`config.mk`:
```
export PLATFORM = sky130hd
export DESIGN_NAME = ntps_phy_ctrl
export DESIGN_NICKNAME = d
export VERILOG_FILES = /design/src/rtl/ntps_phy_pkg.sv /design/src/rtl/ntps_phy_port_fsm.sv /design/src/rtl/ntps_phy_ctrl.sv
export SDC_FILE = /design/constraint.sdc
export NUM_CORES = 1
export LEC_CHECK = 0
export ABC_AREA = 1
export CAP_MARGIN = 30
export CORE_ASPECT_RATIO = 2
export CORE_MARGIN = 5
export CORE_UTILIZATION = 30
export CTS_CLUSTER_SIZE = 12
export DETAILED_ROUTE_END_ITERATION = 6
export PLACE_DENSITY_LB_ADDON = 0.25
export SYNTH_ARGS = -nofsm -noshare
export SYNTH_HDL_FRONTEND = slang
export SYNTH_SLANG_ARGS = --single-unit
```
`constraint.sdc`:
```
create_clock -name clk156 -period 7 [get_ports clk156]
set_clock_uncertainty 0.15 [all_clocks]
set_input_delay 0.7 -clock clk156 [delete_from_list [all_inputs] [get_ports clk156]]
set_output_delay 0.7 -clock clk156 [all_outputs]
set_load 0.02 [all_outputs]
```
`src/rtl/ntps_phy_pkg.sv`:
```
// Shared definitions for the SFP/PHY port controller: port FSM state
// encoding, PMD type encodings and xphy_status bit positions.
package ntps_phy_pkg;

    typedef enum logic [2:0] {
        ST_OFF       = 3'd0,
        ST_NO_MODULE = 3'd1,
        ST_WAIT_SIG  = 3'd2,
        ST_WAIT_LOCK = 3'd3,
        ST_UP        = 3'd4,
        ST_FAULT     = 3'd5
    } port_state_e;

    localparam logic [2:0] PMD_ER = 3'b101;
    localparam logic [2:0] PMD_LR = 3'b110;
    localparam logic [2:0] PMD_SR = 3'b111;

    localparam int STAT_W              = 5;
    localparam int STAT_QPLLLOCK       = 0;
    localparam int STAT_MODULE_PRESENT = 1;
    localparam int STAT_SIGNAL_DETECT  = 2;
    localparam int STAT_TX_FAULT       = 3;
    localparam int STAT_BLOCK_LOCK     = 4;

    // Map the two PMD-select config bits onto the PHY core's PMD type code.
    function automatic logic [2:0] pmd_decode(input logic [1:0] sel);
        if (sel[1])
            return PMD_SR;
        else if (sel[0])
            return PMD_LR;
        else
            return PMD_ER;
    endfunction

endpackage

```
`src/rtl/ntps_phy_port_fsm.sv`:
```
// One SFP port: pin synchroniser, signal-detect debounce, link FSM and
// link-flap counter. Flap counter present only with NTPS_PHY_FLAP_CNT_EN.
module ntps_phy_port_fsm
    import ntps_phy_pkg::*;
#(
    parameter int DEBOUNCE_CYCLES   = 1024,
    parameter int FAULT_HOLD_CYCLES = 16
) (
    input  logic              clk_i,
    input  logic              rst_i,
    input  logic              enable_i,
    input  logic              detect_n_i,
    input  logic              lost_i,
    input  logic              fault_i,
    input  logic              qplllock_i,
    input  logic              block_lock_i,
    input  logic              flap_clr_i,
    output logic              tx_disable_o,
    output logic              signal_detect_o,
    output logic              link_up_o,
    output logic [15:0]       flap_cnt_o,
    output logic [STAT_W-1:0] status_o
);

    localparam int              DB_W      = $clog2(DEBOUNCE_CYCLES + 1);
    localparam logic [DB_W-1:0] DB_LAST   = DB_W'(DEBOUNCE_CYCLES - 1);
    localparam int              HOLD_W    = $clog2(FAULT_HOLD_CYCLES + 1);
    localparam logic [HOLD_W-1:0] HOLD_LAST = HOLD_W'(FAULT_HOLD_CYCLES - 1);

    // Bit order {fault, lost, detect_n}; reset value is the "no usable module" view.
    logic [2:0]        meta_q, sync_q;
    logic              detect_n_s, lost_s, fault_s;
    logic [DB_W-1:0]   db_cnt_q;
    logic              sig_det_q;
    logic [HOLD_W-1:0] hold_q;
    port_state_e       state_q, state_d;
    logic              tx_disable_q, link_up_q;

    // Two-flop synchroniser for the raw SFP pins.
    always_ff @(posedge clk_i or posedge rst_i) begin
        if (rst_i) begin
            meta_q <= 3'b111;
            sync_q <= 3'b111;
        end else begin
            // NOTE: sequential state uses <= so every flop samples pre-edge values.
            meta_q <= {fault_i, lost_i, detect_n_i};
            sync_q <= meta_q;
        end
    end

    assign detect_n_s = sync_q[0];
    assign lost_s     = sync_q[1];
    assign fault_s    = sync_q[2];

    // Debounce: count consecutive good cycles, drop immediately on loss.
    always_ff @(posedge clk_i or posedge rst_i) begin
        if (rst_i) begin
            db_cnt_q  <= '0;
            sig_det_q <= 1'b0;
        end else if (lost_s) begin
            db_cnt_q  <= '0;
            sig_det_q <= 1'b0;
        end else if (!sig_det_q) begin
            if (db_cnt_q == DB_LAST)
                sig_det_q <= 1'b1;
            else
                db_cnt_q <= db_cnt_q + DB_W'(1);
        end
    end

    // Next-state logic; the first three checks override the normal flow.
    always_comb begin
        // NOTE: default assignment first so no path leaves state_d unassigned (no latch).
        state_d = state_q;
        if (!enable_i)
            state_d = ST_OFF;
        else if (detect_n_s)
            state_d = ST_NO_MODULE;
        else if (fault_s && state_q != ST_FAULT)
            state_d = ST_FAULT;
        else begin
            case (state_q)
                ST_OFF:       state_d = ST_NO_MODULE;
                ST_NO_MODULE: state_d = ST_WAIT_SIG;
                ST_WAIT_SIG:  if (sig_det_q) state_d = ST_WAIT_LOCK;
                ST_WAIT_LOCK: if (qplllock_i && block_lock_i) state_d = ST_UP;
                ST_UP:        if (!sig_det_q || !qplllock_i || !block_lock_i) state_d = ST_WAIT_SIG;
                ST_FAULT:     if (hold_q == '0 && !fault_s) state_d = ST_WAIT_SIG;
                default:      state_d = ST_OFF;
            endcase
        end
    end

    // State register plus registered decodes of the current state.
    always_ff @(posedge clk_i or posedge rst_i) begin
        if (rst_i) begin
            state_q      <= ST_OFF;
            tx_disable_q <= 1'b1;
            link_up_q    <= 1'b0;
        end else begin
            state_q      <= state_d;
            tx_disable_q <= (state_q == ST_OFF) || (state_q == ST_NO_MODULE) ||
                            (state_q == ST_FAULT);
            link_up_q    <= (state_q == ST_UP);
        end
    end

    // Fault hold timer: preloaded while outside FAULT, so it is full on entry.
    always_ff @(posedge clk_i or posedge rst_i) begin
        if (rst_i)
            hold_q <= '0;
        else if (state_q != ST_FAULT || hold_q == '0)
            hold_q <= HOLD_LAST;
        else
            hold_q <= hold_q - HOLD_W'(1);
    end

`ifdef NTPS_PHY_FLAP_CNT_EN
    logic [15:0] flap_q;
    logic        leave_up;

    assign leave_up = (state_q == ST_UP) && (state_d != ST_UP);

    // Saturating flap counter; a clear coinciding with a flap leaves one flap counted.
    always_ff @(posedge clk_i or posedge rst_i) begin
        if (rst_i)
            flap_q <= '0;
        else if (leave_up && flap_clr_i)
            flap_q <= 16'd1;
        else if (flap_clr_i)
            flap_q <= '0;
        else if (leave_up && flap_q != 16'hFFFF)
            flap_q <= flap_q + 16'd1;
    end

    assign flap_cnt_o = flap_q;
`else
    logic flap_clr_unused;

    assign flap_clr_unused = flap_clr_i;
    assign flap_cnt_o      = '0;
`endif

    assign tx_disable_o    = tx_disable_q;
    assign signal_detect_o = sig_det_q;
    assign link_up_o       = link_up_q;

    assign status_o[STAT_QPLLLOCK]       = qplllock_i;
    assign status_o[STAT_MODULE_PRESENT] = ~detect_n_s;
    assign status_o[STAT_SIGNAL_DETECT]  = sig_det_q;
    assign status_o[STAT_TX_FAULT]       = fault_s;
    assign status_o[STAT_BLOCK_LOCK]     = block_lock_i;

endmodule

```
`src/rtl/ntps_phy_ctrl.sv`:
```
// Multi-port 10G SFP PHY controller: one independent port FSM per SFP
// port, sharing only the QPLL lock. Flap counters enabled by
// NTPS_PHY_FLAP_CNT_EN (tied to zero when undefined).
module ntps_phy_ctrl
    import ntps_phy_pkg::*;
#(
    parameter int NUM_PORTS         = 4,
    parameter int DEBOUNCE_CYCLES   = 1024,
    parameter int FAULT_HOLD_CYCLES = 16
) (
    input  logic                   clk156,
    input  logic                   areset_clk156,
    input  logic [3*NUM_PORTS-1:0] xphy_config,
    input  logic [NUM_PORTS-1:0]   sfp_module_detect_n,
    input  logic [NUM_PORTS-1:0]   sfp_signal_lost,
    input  logic [NUM_PORTS-1:0]   sfp_tx_fault,
    input  logic                   qplllock,
    input  logic [8*NUM_PORTS-1:0] core_status,
    input  logic [NUM_PORTS-1:0]   flap_clr,
    output logic [NUM_PORTS-1:0]   sfp_tx_disable,
    output logic [NUM_PORTS-1:0]   signal_detect,
    output logic [3*NUM_PORTS-1:0] pma_pmd_type,
    output logic [5*NUM_PORTS-1:0] xphy_status,
    output logic [NUM_PORTS-1:0]   link_up,
    output logic [16*NUM_PORTS-1:0] flap_cnt
);

    // Only bit 0 (PCS block lock) of each core status byte is consumed.
    logic [8*NUM_PORTS-1:0] core_status_unused;

    assign core_status_unused = core_status;

    for (genvar p = 0; p < NUM_PORTS; p++) begin : g_port
        ntps_phy_port_fsm #(
            .DEBOUNCE_CYCLES   (DEBOUNCE_CYCLES),
            .FAULT_HOLD_CYCLES (FAULT_HOLD_CYCLES)
        ) u_port (
            .clk_i           (clk156),
            .rst_i           (areset_clk156),
            .enable_i        (xphy_config[3*p]),
            .detect_n_i      (sfp_module_detect_n[p]),
            .lost_i          (sfp_signal_lost[p]),
            .fault_i         (sfp_tx_fault[p]),
            .qplllock_i      (qplllock),
            .block_lock_i    (core_status[8*p]),
            .flap_clr_i      (flap_clr[p]),
            .tx_disable_o    (sfp_tx_disable[p]),
            .signal_detect_o (signal_detect[p]),
            .link_up_o       (link_up[p]),
            .flap_cnt_o      (flap_cnt[16*p +: 16]),
            .status_o        (xphy_status[STAT_W*p +: STAT_W])
        );

        assign pma_pmd_type[3*p +: 3] = pmd_decode(xphy_config[3*p+1 +: 2]);
    end

endmodule

```
Word level (Yosys, flattened, before mapping)
Cells that the tools add are included.

Flip-flop bits (word level): 112. Input port bits: 63.

$add $sub $neg: 8. Equality and inequality tests: 52. Multiplexer cells: 68. Bitwise logic cells: 4. Reductions and logical operators: 61.

Operators with widths (count): 11-bit 2-to-1 mux (12); 3-bit 2-to-1 mux (28); 5-bit by 2-bit inequality test with 1-bit output (second input constant) (16); 3-bit one-hot mux with 6 select lines (4); 11-bit by 1-bit adder with 11-bit output (second input constant) (4); 11-bit by 10-bit == test with 1-bit output (second input constant) (4); 3-bit by 2-bit == test with 1-bit output (second input constant) (8); 3-bit == test (second input constant) (8); 5-bit zero test (4); 1-bit logical OR (20); 5-bit 2-to-1 mux (4); 5-bit by 1-bit subtractor with 5-bit output (second input constant) (4); 2-bit 2-to-1 mux (8); 2-bit by 1-bit inequality test with 1-bit output (second input constant) (8); 4-bit AND reduction (4); 1-bit zero test (13); 3-bit by 1-bit == test with 1-bit output (second input constant) (4); 1-bit logical AND (12); 3-bit zero test (4); 1-bit 2-to-1 mux (12); 3-bit inequality test (second input constant) (4); 2-bit AND reduction (4); 1-bit NOT (4).

Depth between registers and ports, before layout
Depth after elaboration: 8. Mapped depth: 10.

Modules after synthesis
A second synthesis with hierarchy kept.

Cells, all modules: 822. Area, all modules: 6452.4 um^2.

Modules (own cells, without submodules): ntps_phy_port_fsm at g_port[1].u_port ... (instances 3, cells an instance 200, area an instance 1589.0 um^2); ntps_phy_port_fsm at g_port[0].u_port (instances 1, cells an instance 201, area an instance 1591.5 um^2); ntps_phy_ctrl (instances 1, cells an instance 21, area an instance 93.8 um^2).

Least setup slack after synthesis
No wires, ideal clock.

Kind: input to output. Start point: input xphy_config[11]. End point: output pma_pmd_type[10]. Arrival time: 1.037 ns. Required time: 6.150 ns. Path slack: 5.113 ns. Cell stages on the path: 1. Buffers on the path: 0. Cell sequence: or2_2.

Longest elaborated chain between the ends: 1.

RTL lines: from (decl) (RTL line ntps_phy_ctrl.sv:13) `input logic [3*NUM_PORTS-1:0] xphy_config,`; 2-bit 2-to-1 mux (RTL line ntps_phy_pkg.sv:27) `if (sel[1])`; to (decl) (RTL line ntps_phy_ctrl.sv:22) `output logic [3*NUM_PORTS-1:0] pma_pmd_type,`.

No other way between the ends.

Worst setup path after layout
Start point: input qplllock. End point: output xphy_status[5].

RTL lines: from (decl) (RTL line ntps_phy_ctrl.sv:17) `input logic qplllock,`; to (decl) (RTL line ntps_phy_ctrl.sv:23) `output logic [5*NUM_PORTS-1:0] xphy_status,`.

No word-level cell between the ends.

==> metrics.md <==
| Metric | Value |
|---|---|
| Status | finished clean |
| DRC Markers | 0 |
| Final wirelength | 13200 um |
| Root Buffer | clkbuf_16 |
| Hold Path Class | flip-flop to flip-flop |
| Seq cells post-synth | 112 |
| Critical path depth | 2 |
| Setup CP Type | input port to output port |
| Reg2reg path depth | 9 |
| Worst reg2reg endpoint | g_port[0].u_port.db_cnt_q[5] |
| GRT overflow | 0 |
| PostCTS Resize Cnt | 0 |
| Comb pwr share | 11.2% |
| Mean Syn Cell Area | 7.92 um^2 |
| Internal power | 0.974 mW |
| ANT nets after route | 0 |
| Rows | 76 |
| Startpoint Class | input port |
| Pwr Density | 183 nW/um^2 |
| Area delta synth->final | 12.1% |
| CP max-delay cell | clkdlybuf4s50_1 |
| Count leader, synth | nand2_1 |
| Worst-path clk slew | 0.07 ns |
| Number of global-route vias before repair | 4900 |
| Clock buffer depth | 2 |
| Number of post-CTS setup repair buffers | 0 |
| Largest net degree at the start of global routing | 68 |
| Max FO, Critical Path | 9 |
| Number of antenna violations at the first check in global routing | 0 |
| Reg-to-Reg Start | g_port[0].u_port.db_cnt_q[0] |
| Clock power frac | 36.6% |
| Async SR Flop Fraction | 100% |
| Top cell type's share of synthesized area | 32.5% |
| Die Y | 218 um |
| Tcrit/Tclk final | 44.0% |
| Vias | 4900 |
| CP Buf/Inv Count | 2 |
| CTS tree | done |
| Max Cap Violations | 0 |
| Max-slew violation count | 0 |
| Peak VDD IR | 84.5 uV |
| CP most frequent cell | clkdlybuf4s50_1 |
| Fmax | 325 MHz |
| Synth top cells by count | nand2_1, buf_4, inv_1, nor2_1, dfrtp_1 |
| Core area | 21400 um^2 |
| Nets | 935 |
| Yosys cell types | 36 |
| I/O pins | 171 |
| Violation count after the first detailed-route iteration | 203 |
| Wire length per cell | 11.6 um |
| Crit-path leading delay family | buffers and inverters |
| Gr usage total | 11.1% |
| Routability cong. | 0.811 |
| First-pass iteration count of the detailed router | 4 |
| Post-Syn Instances | 818 |
| Syn Std Cell Area | 6480 um^2 |
| Die X | 114 um |
| HP Start | g_port[2].u_port.meta_q[2] |
| Switching fraction of total power | 26.7% |
| Crit. End Element | output port |
| Hold buffer count at CTS | 0 |
| Diodes inserted | 0 |
| Worst EP arrival | 2.23 ns |
| Crit path largest cell delay | 0.81 ns |
| P_sw | 0.354 mW |
| Minimum clock period | 3.08 ns |
| Worst slew margin | 43.1% |
| Post-Place Setup Slack | 3.82 ns |
| CP required | 6.15 ns |
| Reg2Reg Setup Slack | 5.25 ns |
| Die area | 24800 um^2 |
| Seq/Total Area, Yosys | 43.8% |
| RSZ-0062 raised after global routing | no |
| Worst hold path depth | 0 |
| Hold Slack | 0.206 ns |
| Share of cells above drive strength 1 | 10.4% |
| Synth Flop Type | dfrtp_1 |
| Finished Core Util | 33.9% |
| Initial Util | 30.3% |
| Hold Fails Final Rpt | 0 |
| Register share of total power | 52.2% |
| Depth of the CTS H-tree | 3 |
| Leading area contributor after synthesis | dfrtp_1 |
| Worst-margin pin slew | 0.853 ns |
| Synth warn | 0 |
| Critical-path cell list | clkdlybuf4s50_1 > clkdlybuf4s50_1 |
| Worst-Skew Late Latency | 0.36 ns |
| CTS Buf Count | 9 |
| Global-route wire length before repair | 22200 um |
| Area contributors post-synth | dfrtp_1, nand2_1, dfstp_2 |
| Routed vias/inst | 4.29 |
| Setup TNS Final | 0 ns |
| Post-synth EDFFs | 0 |
| Detail Placement HPWL | 10300 um |
| Final setup vio count | 0 |
| Total power | 1.33 mW |
| Clk sinks | 112 |
| Leakage | 3.40 nW |
| Worst hold endpoint | g_port[2].u_port.sync_q[2] |
| Port Buf Inserts | 70 |
| Setup ws final | 3.92 ns |
==> worst max-delay path by stage <==
stage | startpoint | end | slack, ns
3_5_place_dp | qplllock | xphy_status[5] | 3.82
5_1_grt | qplllock | xphy_status[5] | 3.82
6_report | qplllock | xphy_status[5] | 3.92
4_1_cts | qplllock | xphy_status[5] | 3.81
3_3_place_gp | qplllock | xphy_status[5] | 3.81
2_1_floorplan | areset_clk156 | g_port[0].u_port.db_cnt_q[0] | 3.24
==> layer usage <==
| layer | vias to the layer above | global-route usage, % | routed length, um |
|---|---|---|---|
| met4 | 0 | 6.10 | 400 |
| li1 | 2494 | - | - |
| met5 | - | 0 | 0 |
| met1 | 2266 | 10.8 | 4790 |
| met2 | 120 | 21.4 | 7390 |
| met3 | 20 | 1.94 | 665 |
==> cell type report <==
class | instances | area, um^2
Multi-Input combinational cell | 568 | 2700
Inverter | 102 | 402
Clock inverter | 3 | 18.8
Clock buffer | 13 | 250
Tap cell | 273 | 342
Fill cell | 2264 | 14100
Timing Repair Buffer | 71 | 708
Sequential cell | 112 | 2840
==> cells in the final DEF (no fill, tap or decap) <==
| cell | n |
|---|---|
| and3_1 | 1 |
| inv_4 | 1 |
| clkinv_1 | 4 |
| dfrtp_1 | 84 |
| nor2_4 | 4 |
| clkbuf_8 | 1 |
| inv_1 | 91 |
| or2_2 | 7 |
| o21bai_1 | 3 |
| nand4_1 | 20 |
| nand3_2 | 4 |
| o21ai_0 | 17 |
| nor3b_1 | 1 |
| conb_1 | 68 |
| nand3_1 | 81 |
| nand2_2 | 7 |
| clkbuf_1 | 3 |
| nor3_1 | 6 |
| clkdlybuf4s50_1 | 70 |
| a21oi_1 | 17 |
| dfstp_2 | 28 |
| o21ai_2 | 12 |
| a21o_1 | 2 |
| clkinv_2 | 3 |
| inv_2 | 2 |
| buf_4 | 1 |
| o21ai_1 | 2 |
| nand2_1 | 198 |
| xnor2_1 | 7 |
| clkbuf_16 | 9 |
| ha_1 | 8 |
| nor2_2 | 3 |
| nor2_1 | 87 |
| nand2_4 | 4 |
| clkinv_4 | 4 |
| xor2_1 | 9 |
==> state kept, by name, indices dropped and copies added (netlist names) <==
signal,flops
g_port.u_port.db_cnt_q,44
g_port.u_port.hold_q,20
g_port.u_port.meta_q,12
g_port.u_port.state_q,12
g_port.u_port.sync_q,12
g_port.u_port.link_up_o,4
g_port.u_port.signal_detect_o,4
g_port.u_port.tx_disable_o,4
==> kinds of logic after synthesis <==
group | after synthesis | share of synthesized area, %
AO/OA/AOI/OAI | 53 | 4.98
XOR/XNOR | 16 | 2.16
adder cells (fa/ha/maj) | 8 | 1.55
buffers and inverters | 204 | 18.3
flip-flops | 112 | 43.8
other | 2 | 0.116
AND/OR/NAND/NOR | 423 | 29.0
==> metrics by stage <==
stage	instance area [um^2]	instances
finish	7260	1142
global route	7260	1142
CTS	7260	1142
detailed placement	6990	1126
global placement	6990	1126
floorplan	6720	884
==> power groups by stage <==
stage | registers (mW) | logic [mW] | clock network, mW
2_1_floorplan | 0.698 | 0.136 | 0
3_3_place_gp | 0.704 | 0.149 | 0
3_5_place_dp | 0.705 | 0.151 | 0
4_1_cts | 0.693 | 0.151 | 0.510
5_1_grt | 0.696 | 0.166 | 0.529
6_report | 0.693 | 0.149 | 0.486
(Power assumes the default switching activity.)
